`src/rtl/swap_pkg.sv`:
```
// swap_pkg: shared constants, FSM encoding, register reset values and the
// request record for the swap scheduler.
package swap_pkg;
  localparam int DW   = 6;
  localparam int NREG = 4;
  localparam int AW   = 2;

  // FSM encoding
  localparam logic [1:0] IDLE = 2'd0;
  localparam logic [1:0] S1   = 2'd1;
  localparam logic [1:0] S2   = 2'd2;
  localparam logic [1:0] S3   = 2'd3;

  // register-file reset contents
  localparam int R0_RST = 1;
  localparam int R1_RST = 2;
  localparam int R2_RST = 3;
  localparam int R3_RST = 4;

  function automatic int reg_rst_val(input int idx);
    case (idx)
      0:       return R0_RST;
      1:       return R1_RST;
      2:       return R2_RST;
      3:       return R3_RST;
      default: return 0;
    endcase
  endfunction

  // one requester's swap request
  typedef struct packed {
    logic          req;
    logic [AW-1:0] a;
    logic [AW-1:0] b;
  } swap_req_t;
endpackage

```
`src/rtl/swap_sched_rr_arb2.sv`:
```
// rr_arb2: two-way round-robin grant.
//   req[1:0] : request vector
//   last     : index of the most recently granted requester
//   gnt[1:0] : one-hot grant (zero when nothing requests)
module rr_arb2 (
  input  logic [1:0] req,
  input  logic       last,
  output logic [1:0] gnt
);
  always_comb begin
    gnt = req;
    // on a tie, favour whoever was not served last
    if (req == 2'b11) gnt = last ? 2'b01 : 2'b10;
  end
endmodule

```
`src/rtl/swap_sched.sv`:
```
// swap_sched: arbitrates two requesters and swaps two entries of a small
// register file through a tmp register in three steps (S1, S2, S3).
//   ck, rst        : clock, async active-low reset
//   reqN, aN, bN   : requester N swap request (level) and register pair
//   ackN           : one-cycle completion pulse, high while in S3
//   idle           : FSM is in IDLE
//   rd_addr/rd_data: combinational observation of R[rd_addr]
module swap_sched #(
  parameter int DW   = swap_pkg::DW,
  parameter int NREG = swap_pkg::NREG
) (
  input  logic                    ck,
  input  logic                    rst,
  input  logic                    req0,
  input  logic [swap_pkg::AW-1:0] a0,
  input  logic [swap_pkg::AW-1:0] b0,
  input  logic                    req1,
  input  logic [swap_pkg::AW-1:0] a1,
  input  logic [swap_pkg::AW-1:0] b1,
  output logic                    ack0,
  output logic                    ack1,
  output logic                    idle,
  input  logic [swap_pkg::AW-1:0] rd_addr,
  output logic [DW-1:0]           rd_data
);
  import swap_pkg::*;

  swap_req_t [1:0] rq;
  logic      [1:0] gnt;

  logic [1:0]                state_q, state_d;
  logic [NREG-1:0][DW-1:0]   r_q, r_d;
  logic [DW-1:0]             tmp_q, tmp_d;
  logic                      owner_q, owner_d;
  logic [AW-1:0]             la_q, la_d, lb_q, lb_d;
  logic                      last_q, last_d;

  assign rq[0] = {req0, a0, b0};
  assign rq[1] = {req1, a1, b1};

  rr_arb2 u_arb (
    .req  ({rq[1].req, rq[0].req}),
    .last (last_q),
    .gnt  (gnt)
  );

  always_comb begin
    state_d = state_q;
    r_d     = r_q;
    tmp_d   = tmp_q;
    owner_d = owner_q;
    la_d    = la_q;
    lb_d    = lb_q;
    last_d  = last_q;
    case (state_q)
      IDLE: begin
        // requests are only looked at here; addresses are frozen at grant
        if (|gnt) begin
          state_d = S1;
          owner_d = gnt[1];
          la_d    = rq[gnt[1]].a;
          lb_d    = rq[gnt[1]].b;
          last_d  = gnt[1];
        end
      end
      S1: begin
        tmp_d   = r_q[la_q];
        state_d = S2;
      end
      S2: begin
        r_d[la_q] = r_q[lb_q];
        state_d   = S3;
      end
      S3: begin
        r_d[lb_q] = tmp_q;
        state_d   = IDLE;
      end
      default: state_d = IDLE;
    endcase
  end

  always_ff @(posedge ck or negedge rst) begin
    if (!rst) begin
      state_q <= IDLE;
      for (int i = 0; i < NREG; i++) r_q[i] <= DW'(reg_rst_val(i));
      tmp_q   <= '0;
      owner_q <= 1'b0;
      la_q    <= '0;
      lb_q    <= '0;
      last_q  <= 1'b1;  // first tie after reset goes to requester 0
    end else begin
      state_q <= state_d;
      r_q     <= r_d;
      tmp_q   <= tmp_d;
      owner_q <= owner_d;
      la_q    <= la_d;
      lb_q    <= lb_d;
      last_q  <= last_d;
    end
  end

  assign ack0    = (state_q == S3) && !owner_q;
  assign ack1    = (state_q == S3) &&  owner_q;
  assign idle    = (state_q == IDLE);
  assign rd_data = r_q[rd_addr];
endmodule

```
`config.mk`:
```
export PLATFORM = sky130hd
export DESIGN_NAME = swap_sched
export DESIGN_NICKNAME = d
export VERILOG_FILES = /design/src/rtl/swap_pkg.sv /design/src/rtl/swap_sched_rr_arb2.sv /design/src/rtl/swap_sched.sv
export SDC_FILE = /design/constraint.sdc
export NUM_CORES = 1
export LEC_CHECK = 0
export ABC_AREA = 1
export CAP_MARGIN = 20
export CELL_PAD_IN_SITES_DETAIL_PLACEMENT = 2
export CELL_PAD_IN_SITES_GLOBAL_PLACEMENT = 2
export CORE_ASPECT_RATIO = 0.6
export CORE_MARGIN = 8
export CORE_UTILIZATION = 33
export CTS_BUF_LIST = sky130_fd_sc_hd__clkbuf_4 sky130_fd_sc_hd__clkbuf_8 sky130_fd_sc_hd__clkbuf_16
export CTS_CLUSTER_SIZE = 40
export DETAILED_ROUTE_END_ITERATION = 8
export GPL_TIMING_DRIVEN = 0
export MAX_ROUTING_LAYER = met4
export PLACE_DENSITY_LB_ADDON = 0.1
export SETUP_SLACK_MARGIN = 0.05
export SYNTH_ARGS = -nofsm -noshare
export SYNTH_HDL_FRONTEND = slang
export SYNTH_HIERARCHICAL = 1
export SYNTH_SLANG_ARGS = --single-unit
export TNS_END_PERCENT = 30
```
`constraint.sdc`:
```
create_clock -name ck -period 1.76 [get_ports ck]
set_clock_uncertainty 0.05 [all_clocks]
set_input_delay 0.176 -clock ck [delete_from_list [all_inputs] [get_ports ck]]
set_output_delay 0.176 -clock ck [all_outputs]
set_load 0.01 [all_outputs]
```
### After elaboration in Yosys (flattened, before gate mapping)

Index checks and enable logic that the tools add are counted.
Widths: inputs -> output; s select.

* flip-flop bits (word level): 38
* output and inout bits: 9
* word-level logic and storage cells: 49

* multiplexer cells: 19
* reductions and logical operators: 9
* equality and inequality tests: 5
* $lt $le $gt $ge: 6

Operator list (count)
* $bwmux 24: 2
* $pmux 24 s2: 1
* $bmux 6 s2: 3
* $mux 6: 5
* $demux 6 s2: 2
* $lt 2x3->1 const B: 3
* $mux 4: 2
* $pmux 2 s4: 1
* $eq 2x2->1 const B: 3
* $mux 2: 3
* $ge 2x1->1 const B: 2
* $logic_and 1x1->1: 4
* $eq 2x1->1 const B: 1
* $logic_not 2->1: 1
* $lt 1x2->1 const B: 1
* $ne 2x1->1 const B: 1
* $reduce_and 2->1: 1
* $reduce_bool 2->1: 1
* $reduce_or 2->1: 1
* $logic_not 1->1: 1

### Logic depth before layout (Yosys ltp)

Gate-level depths: netlist (run 1).

* depth after elaboration: 6
* depth in mapped cells: 8
* gate-level depth less buffers: 8

### Cells and area by module

The synthesis (run 1) kept the hierarchy.

By module, submodules not included
* swap_sched: cells an instance 384, area each 2640.0 µm², instances 1, sequential area each 958.4 µm²
* rr_arb2: cells an instance 5, area each 21.3 µm², instances 1, sequential area each 0.0 µm²

### Least setup slack after synthesis (run 1)

OpenSTA, ideal clock, no wires.

* path type: flip-flop to flip-flop
* start point: register state_q[0]
* end point: register r_q[18] (netlist bit)
* slack: 0.281 ns
* data required time: 1.590 ns
* path buffers: 1
* arrival time: 1.310 ns
* cell stages (with the launch flop): 9
* period minus slack after synthesis: 1.479 ns
* setup time: 0.120 ns
* cells stage by stage: dfrtp_1 > ha_1 > buf_6 > nor2_4 > inv_1 > nand3_4 > clkinv_4 > nor2_1 > a21oi_2

* longest elaborated chain between the ends: 2
* elaborated cells between the ends (all ways): 4
* those cells by class: eq/ne (2); mux (1); reduce/logical (1)

Ends and longest elaborated chain
* start: declaration: RTL line swap_sched.sv:31 `logic [1:0] state_q, state_d;`
* start signal: assignment: RTL line swap_sched.sv:92 `state_q <= state_d;`
* $eq 2x2->1: RTL line swap_sched.sv:55 `case (state_q)`
* $pmux 24 s2 or $reduce_bool 2->1 (tied branches)
* end signal: assignment: RTL line swap_sched.sv:93 `r_q <= r_d;`
* end: declaration: RTL line swap_sched.sv:32 `logic [NREG-1:0][DW-1:0] r_q, r_d;`

Parallel ways exist; a longest one is shown, timed or not.
A chain may end at the register's enable or synchronous reset.

### Worst setup path after layout (run 1)

* start point: register state_q[1]
* end point: output port ack0

* longest elaborated chain between the ends: 2

Ends and longest elaborated chain
* $eq 2x2->1: RTL line swap_sched.sv:102 `assign ack0 = (state_q == S3) && !owner_q;`
* $logic_and 1x1->1: RTL line swap_sched.sv:102
* end: declaration: RTL line swap_sched.sv:20 `output logic ack0,`

No other way between the ends.

==> results.json, run 1 <==
{
  "status": "completed",
  "ys_seq_area_share_pct": 36.0,
  "grtUsageTotal_pct": 20.9,
  "final-max-slew-violation-count": 0,
  "cts_max_path_buffers": 2,
  "post-route-period-util_pct": 95.8,
  "syn_inst": 389,
  "drive_gt1_share_pct": 20.7,
  "die_y_um": 85.6,
  "grt_pass1_wl_um": 17700,
  "met3_usage_pct": 4.03,
  "yosys_warnings": 6,
  "hp-class": "in2async",
  "clock_latency_ns": 0.29,
  "grt-ovfl-total": 0,
  "dr.pass1.iters": 4,
  "dp_hpwl_um": 8350,
  "drcViolationCount": 0,
  "cts.sinks": 38,
  "rr_startpoint": "lb_q[0]$_DFFE_PN0P_",
  "grt_antenna_before_repair": 0,
  "areaGrowthSynthToFinish_pct": 23.1,
  "vias": 2795,
  "syn_nets": 407,
  "worstSetupStartpointType": "flip-flop",
  "synthesis.area_um2": 2660,
  "routabilityCongestion": 0.911,
  "dr.first_iter.drc_count": 155,
  "cts_root_buf": "clkbuf_16",
  "chipWidth_um": 132,
  "cts_tree": "built",
  "synth_cell_types": 25,
  "rsz0062_at_grt": "true",
  "antenna_cells": 0,
  "max_freq_ghz": 0.593,
  "syn_avg_cell_area_um2": 6.84,
  "period_minus_slack_ns": 1.69,
  "vias_per_cell": 5.24,
  "end_kind": "output port",
  "maxCapViolations": 0,
  "row_count": 25,
  "setup_viol": 0,
  "pin_count": 23,
  "total_power_uw": 7480,
  "totalWireLength_um": 11200,
  "crit_arrival_ns": 1.46,
  "coreArea_um2": 7850,
  "regToRegSetupSlack_ns": 0.11,
  "hold-worst-slack_ns": 0.172,
  "avgRoutedWirePerCell_um": 21.0,
  "cellLeakagePower_uw": 0.00148,
  "crit_type": "reg2out",
  "finalHoldViolCount": 0,
  "slew_headroom_pct": 68.5,
  "fin_nets": 442,
  "start_util_pct": 33.9,
  "busiest_layer": "met2",
  "htree_levels": 2,
  "ir_worst_vdd_v": 0.000709,
  "clkTransAtPathRegs_ns": 0.06,
  "ys_seq_elements": 38,
  "tightestPinTransition_ns": 0.472,
  "grt_use_met1_pct": 28.4,
  "dieArea_um2": 11300,
  "worstPathRequired_ns": 1.53,
  "cts_buffers": 5,
  "p_per_area_nw_per_um2": 2280,
  "cp_max_fo": 8,
  "use_met2_pct": 32.4,
  "grt_pass1_vias": 3035,
  "worst_r2r_path_depth": 6,
  "port-buffer-count": 22,
  "final_core_util_pct": 41.7,
  "timing.rr.end": "r_q[15]$_DFFE_PN0P_",
  "setup_tns_ns": 0,
  "ant_nets": 0,
  "grt_max_degree": 37,
  "nFillCells": 958
}
==> worst max path at each step <==
stage	start	to
floorplan	state_q[0]$_DFFE_PN0P_	r_q[18]$_DFFE_PN0P_
global placement	rst	tmp_q[4]$_DFFE_PN0N_
finish	state_q[1]$_DFFE_PN0P_	ack0
detailed placement	rd_addr[0]	rd_data[1]
CTS	state_q[1]$_DFFE_PN0P_	idle
global route	state_q[1]$_DFFE_PN0P_	ack0
==> critical path, cell delays in order (launching register included) <==
cell	delay (ns)
dfrtp_1	0.40
ha_2	0.21
buf_8	0.14
inv_2	0.10
nor2_1	0.05
dlygate4sd2_1	0.28
==> synthesized netlist by cell type <==
cell type | count | area share, %
buf_4 | 1 | 0.28
nand2_2 | 12 | 2.8
a21oi_2 | 24 | 7.9
dfrtp_1 | 32 | 30
a21oi_1 | 9 | 1.7
inv_4 | 1 | 0.24
nor2_1 | 86 | 12
dfstp_2 | 6 | 5.9
o21ai_0 | 24 | 4.5
inv_2 | 1 | 0.14
clkbuf_1 | 4 | 0.56
o22ai_1 | 6 | 1.4
nand2_1 | 128 | 18
nor2_2 | 1 | 0.24
clkinv_4 | 1 | 0.33
o211ai_1 | 4 | 1.1
nand3_4 | 1 | 0.66
nor3_1 | 2 | 0.38
buf_6 | 4 | 1.7
nor2_4 | 5 | 2.1
nand3_2 | 2 | 0.75
nand4_1 | 6 | 1.4
ha_1 | 4 | 1.9
inv_1 | 22 | 3.1
nand3_1 | 3 | 0.56
==> per-layer routing <==
metal	wire (um)	share of wire, %	up-vias
met5	0	0	-
met4	61	0.54	0
met3	818	7.3	8
met2	5060	45	53
met1	5260	47	1427
li1	-	-	1307
==> power breakdown <==
part / switching (uW) / leakage, uW / internal, uW / total, uW
Clock: 380 / 0.0000729 / 561 / 941
Combinational: 3030 / 0.000960 / 1480 / 4520
Sequential: 620 / 0.000448 / 1400 / 2020
Total: 4030 / 0.00148 / 3450 / 7480
==> cells in the final DEF (no fill, tap or decap), types with 7 or more instances in the layout <==
| cell | count |
|---|---|
| a21oi_1 | 9 |
| inv_1 | 19 |
| nand2_2 | 13 |
| dlygate4sd2_1 | 9 |
| nor2_4 | 7 |
| nor2_1 | 81 |
| dfrtp_1 | 32 |
| a21oi_2 | 24 |
| nand2_1 | 127 |
| clkdlybuf4s50_1 | 10 |
| o21ai_0 | 23 |
==> layout make-up <==
type / count / area (um^2) / share of cell area, %
multi-input cells: 317 / 1570 / 47.9
flip-flops and latches: 38 / 958 / 29.3
repair buffers: 28 / 262 / 7.98
clock buffers: 6 / 139 / 4.24
well taps: 108 / 135 / 4.13
inverters: 25 / 103 / 3.13
plain buffers: 9 / 97.6 / 2.98
clock inverters: 2 / 12.5 / 0.382
==> per-stage QoR <==
| stage | setup WS, ns | instances | area, um^2 |
|---|---|---|---|
| global placement | -0.626 | 519 | 3020 |
| global route | 0.0236 | 533 | 3280 |
| floorplan | 0.281 | 389 | 2660 |
| finish | 0.0737 | 533 | 3280 |
| detailed placement | -0.605 | 520 | 3030 |
| CTS | -0.0604 | 530 | 3240 |
==> registers in the layout, indices dropped and copies added (netlist names) <==
name,cells
r_q,24
state_q,2
tmp_q,6
la_q,2
last_q,1
owner_q,1
lb_q,2
==> cell families after synthesis <==
group | after synthesis | share of synthesized area, %
DFF | 38 | 36.0
buffers and inverters | 34 | 6.35
AOI/OAI and AO/OA | 67 | 16.6
adders and majority gates | 4 | 1.88
and+or+nand+nor | 246 | 39.1
==> repair_timing <==
item,in CTS,in global routing
buffers inserted,1,3
endpoints found under the hold margin,32,0
hold buffers,1,0
pin swaps,0,3
resized for setup,30,9
endpoints found under the setup margin,33,29
Note: power is estimated with default switching activity, not from simulation.
==> run 2: changes to the inputs <==
Settings changed: GPL_TIMING_DRIVEN 0 to default, PLACE_DENSITY_LB_ADDON 0.1 to 0.2, RECOVER_POWER from default to 100.
==> run 2 against run 1 <==
Register-to-register slack barely moved. Non-clock buffer count rose by 21. First-iteration DRC count down 12%. Largest cell class unchanged. Highest routed layer unchanged.
==> results.json, run 2 (synthesized netlist as in run 1, its figures left out) <==
{
  "cts_tree": "built",
  "tightestPinTransition_ns": 1.04,
  "htree_levels": 2,
  "vias": 2881,
  "start_util_pct": 33.9,
  "grt_pass1_wl_um": 18000,
  "final-max-slew-violation-count": 0,
  "dieArea_um2": 11300,
  "crit_type": "reg2out",
  "setup_viol": 0,
  "top_regs": "r_q x24, tmp_q x6",
  "ant_nets": 0,
  "worstSetupStartpoint": "state_q[1]$_DFFE_PN0P_",
  "cp_max_fo": 5,
  "worst_r2r_path_depth": 8,
  "status": "completed",
  "cts_max_path_buffers": 2,
  "grt_use_met1_pct": 30.8,
  "ir_worst_vdd_v": 0.000746,
  "layout_common_cells": "nand2_1 (132), nor2_1 (86), dfrtp_1 (32)",
  "hold-worst-slack_ns": 0.453,
  "slew_headroom_pct": 30.4,
  "fin_nets": 463,
  "final_core_util_pct": 42.3,
  "regToRegSetupSlack_ns": 0.10,
  "crit_arrival_ns": 1.45,
  "end_kind": "output port",
  "cts_buffers": 5,
  "port-buffer-count": 22,
  "row_count": 25,
  "max_freq_ghz": 0.598,
  "final_common_cell": "nand2_1",
  "grt_max_degree": 39,
  "timing.rr.end": "r_q[23]$_DFFE_PN0P_",
  "rr_startpoint": "state_q[0]$_DFFE_PN0P_",
  "cts_root_buf": "clkbuf_16",
  "dr.first_iter.drc_count": 137,
  "largest_reg_flops": 24,
  "avgRoutedWirePerCell_um": 20.9,
  "place_inst": 544,
  "drive_gt1_share_pct": 21.1,
  "dp_hpwl_um": 9380,
  "period_minus_slack_ns": 1.67,
  "antenna_cells": 0,
  "dr.pass1.iters": 4,
  "clkTransAtPathRegs_ns": 0.06,
  "nFillCells": 980,
  "top_register": "r_q",
  "post-route-period-util_pct": 95.1,
  "routabilityCongestion": 0.844,
  "setup_tns_ns": 0,
  "grt_antenna_before_repair": 0,
  "p_per_area_nw_per_um2": 2300,
  "pin_count": 23,
  "coreArea_um2": 7850,
  "worstPathRequired_ns": 1.53,
  "post-route-cell-area_um2": 3320,
  "worstSetupStartpointType": "flip-flop",
  "totalWireLength_um": 11600,
  "crit_end": "ack0",
  "rsz0062_at_grt": "true",
  "maxCapViolations": 0,
  "clock_latency_ns": 0.29,
  "hp-class": "reg2reg",
  "cts.sinks": 38,
  "grt-ovfl-total": 0,
  "fin_cells": 554,
  "busiest_layer": "met1",
  "grt_pass1_vias": 3014,
  "postPlaceCellArea_um2": 3200,
  "drcViolationCount": 0,
  "vias_per_cell": 5.20,
  "chipWidth_um": 132,
  "areaGrowthSynthToFinish_pct": 24.7,
  "grtUsageTotal_pct": 21.4,
  "met3_usage_pct": 4.90,
  "use_met2_pct": 29.8,
  "cellLeakagePower_uw": 0.00157,
  "die_y_um": 85.6,
  "finalHoldViolCount": 0
}
==> run 2: per-layer routing <==
metal / vias up / part of all wire, %
met3: 12 / 7.4
met4: 0 / 0.82
met5: - / 0
li1: 1351 / -
met2: 76 / 41
met1: 1442 / 51
==> run 2: metrics by stage <==
step	setup slack, ns	power, uW
floorplan	0.281	4680
global placement	-0.124	6430
detailed placement	-0.212	6730
CTS	-0.0302	7720
global route	0.0115	8170
finish	0.0867	7650
==> run 2: repair_timing <==
action	4_1_cts	5_1_grt
setup endpoints to repair	15	13
hold endpoints to repair	32	0
gates resized for setup	13	2
hold buffers	1	0
buffers inserted	0	1
pin swaps	0	1
==> run 2: cell type report <==
cell class              count  area [um^2]  area share (%)
clock inverters             2         10.0           0.302
well taps                 108          135            4.07
clock buffers               6          133            4.00
inverters                  25         96.3            2.90
flip-flops and latches     38          958            28.9
repair buffers             58          469            14.1
multi-input cells         317         1520            45.7
==> run 2: where the power goes <==
group	internal, uW	switching [uW]	leakage (uW)
Clock	537	377	0.0000740
Combinational	1620	3130	0.00105
Sequential	1400	579	0.000448
Total	3560	4090	0.00157
==> run 2: worst min path at each step <==
stage          slack (ns)  cells past startpoint                endpoint          startpoint
2_1_floorplan       -0.17                      0     la_q[0]$_DFFE_PN0P_                 rst
3_3_place_gp         0.23                      2  state_q[1]$_DFFE_PN0P_                 rst
3_5_place_dp         0.23                      2  state_q[0]$_DFFE_PN0P_                 rst
4_1_cts              0.46                      3    tmp_q[2]$_DFFE_PN0N_                 rst
5_1_grt              0.47                      2      last_q$_DFFE_PN1P_  last_q$_DFFE_PN1P_
6_report             0.45                      2      last_q$_DFFE_PN1P_  last_q$_DFFE_PN1P_
==> run 2: critical path, stage by stage, from the launching register on <==
cell and delay [ns]:
dfrtp_1 0.43, ha_4 0.21, inv_1 0.17, nor2_1 0.06
dlygate4sd2_1 0.29
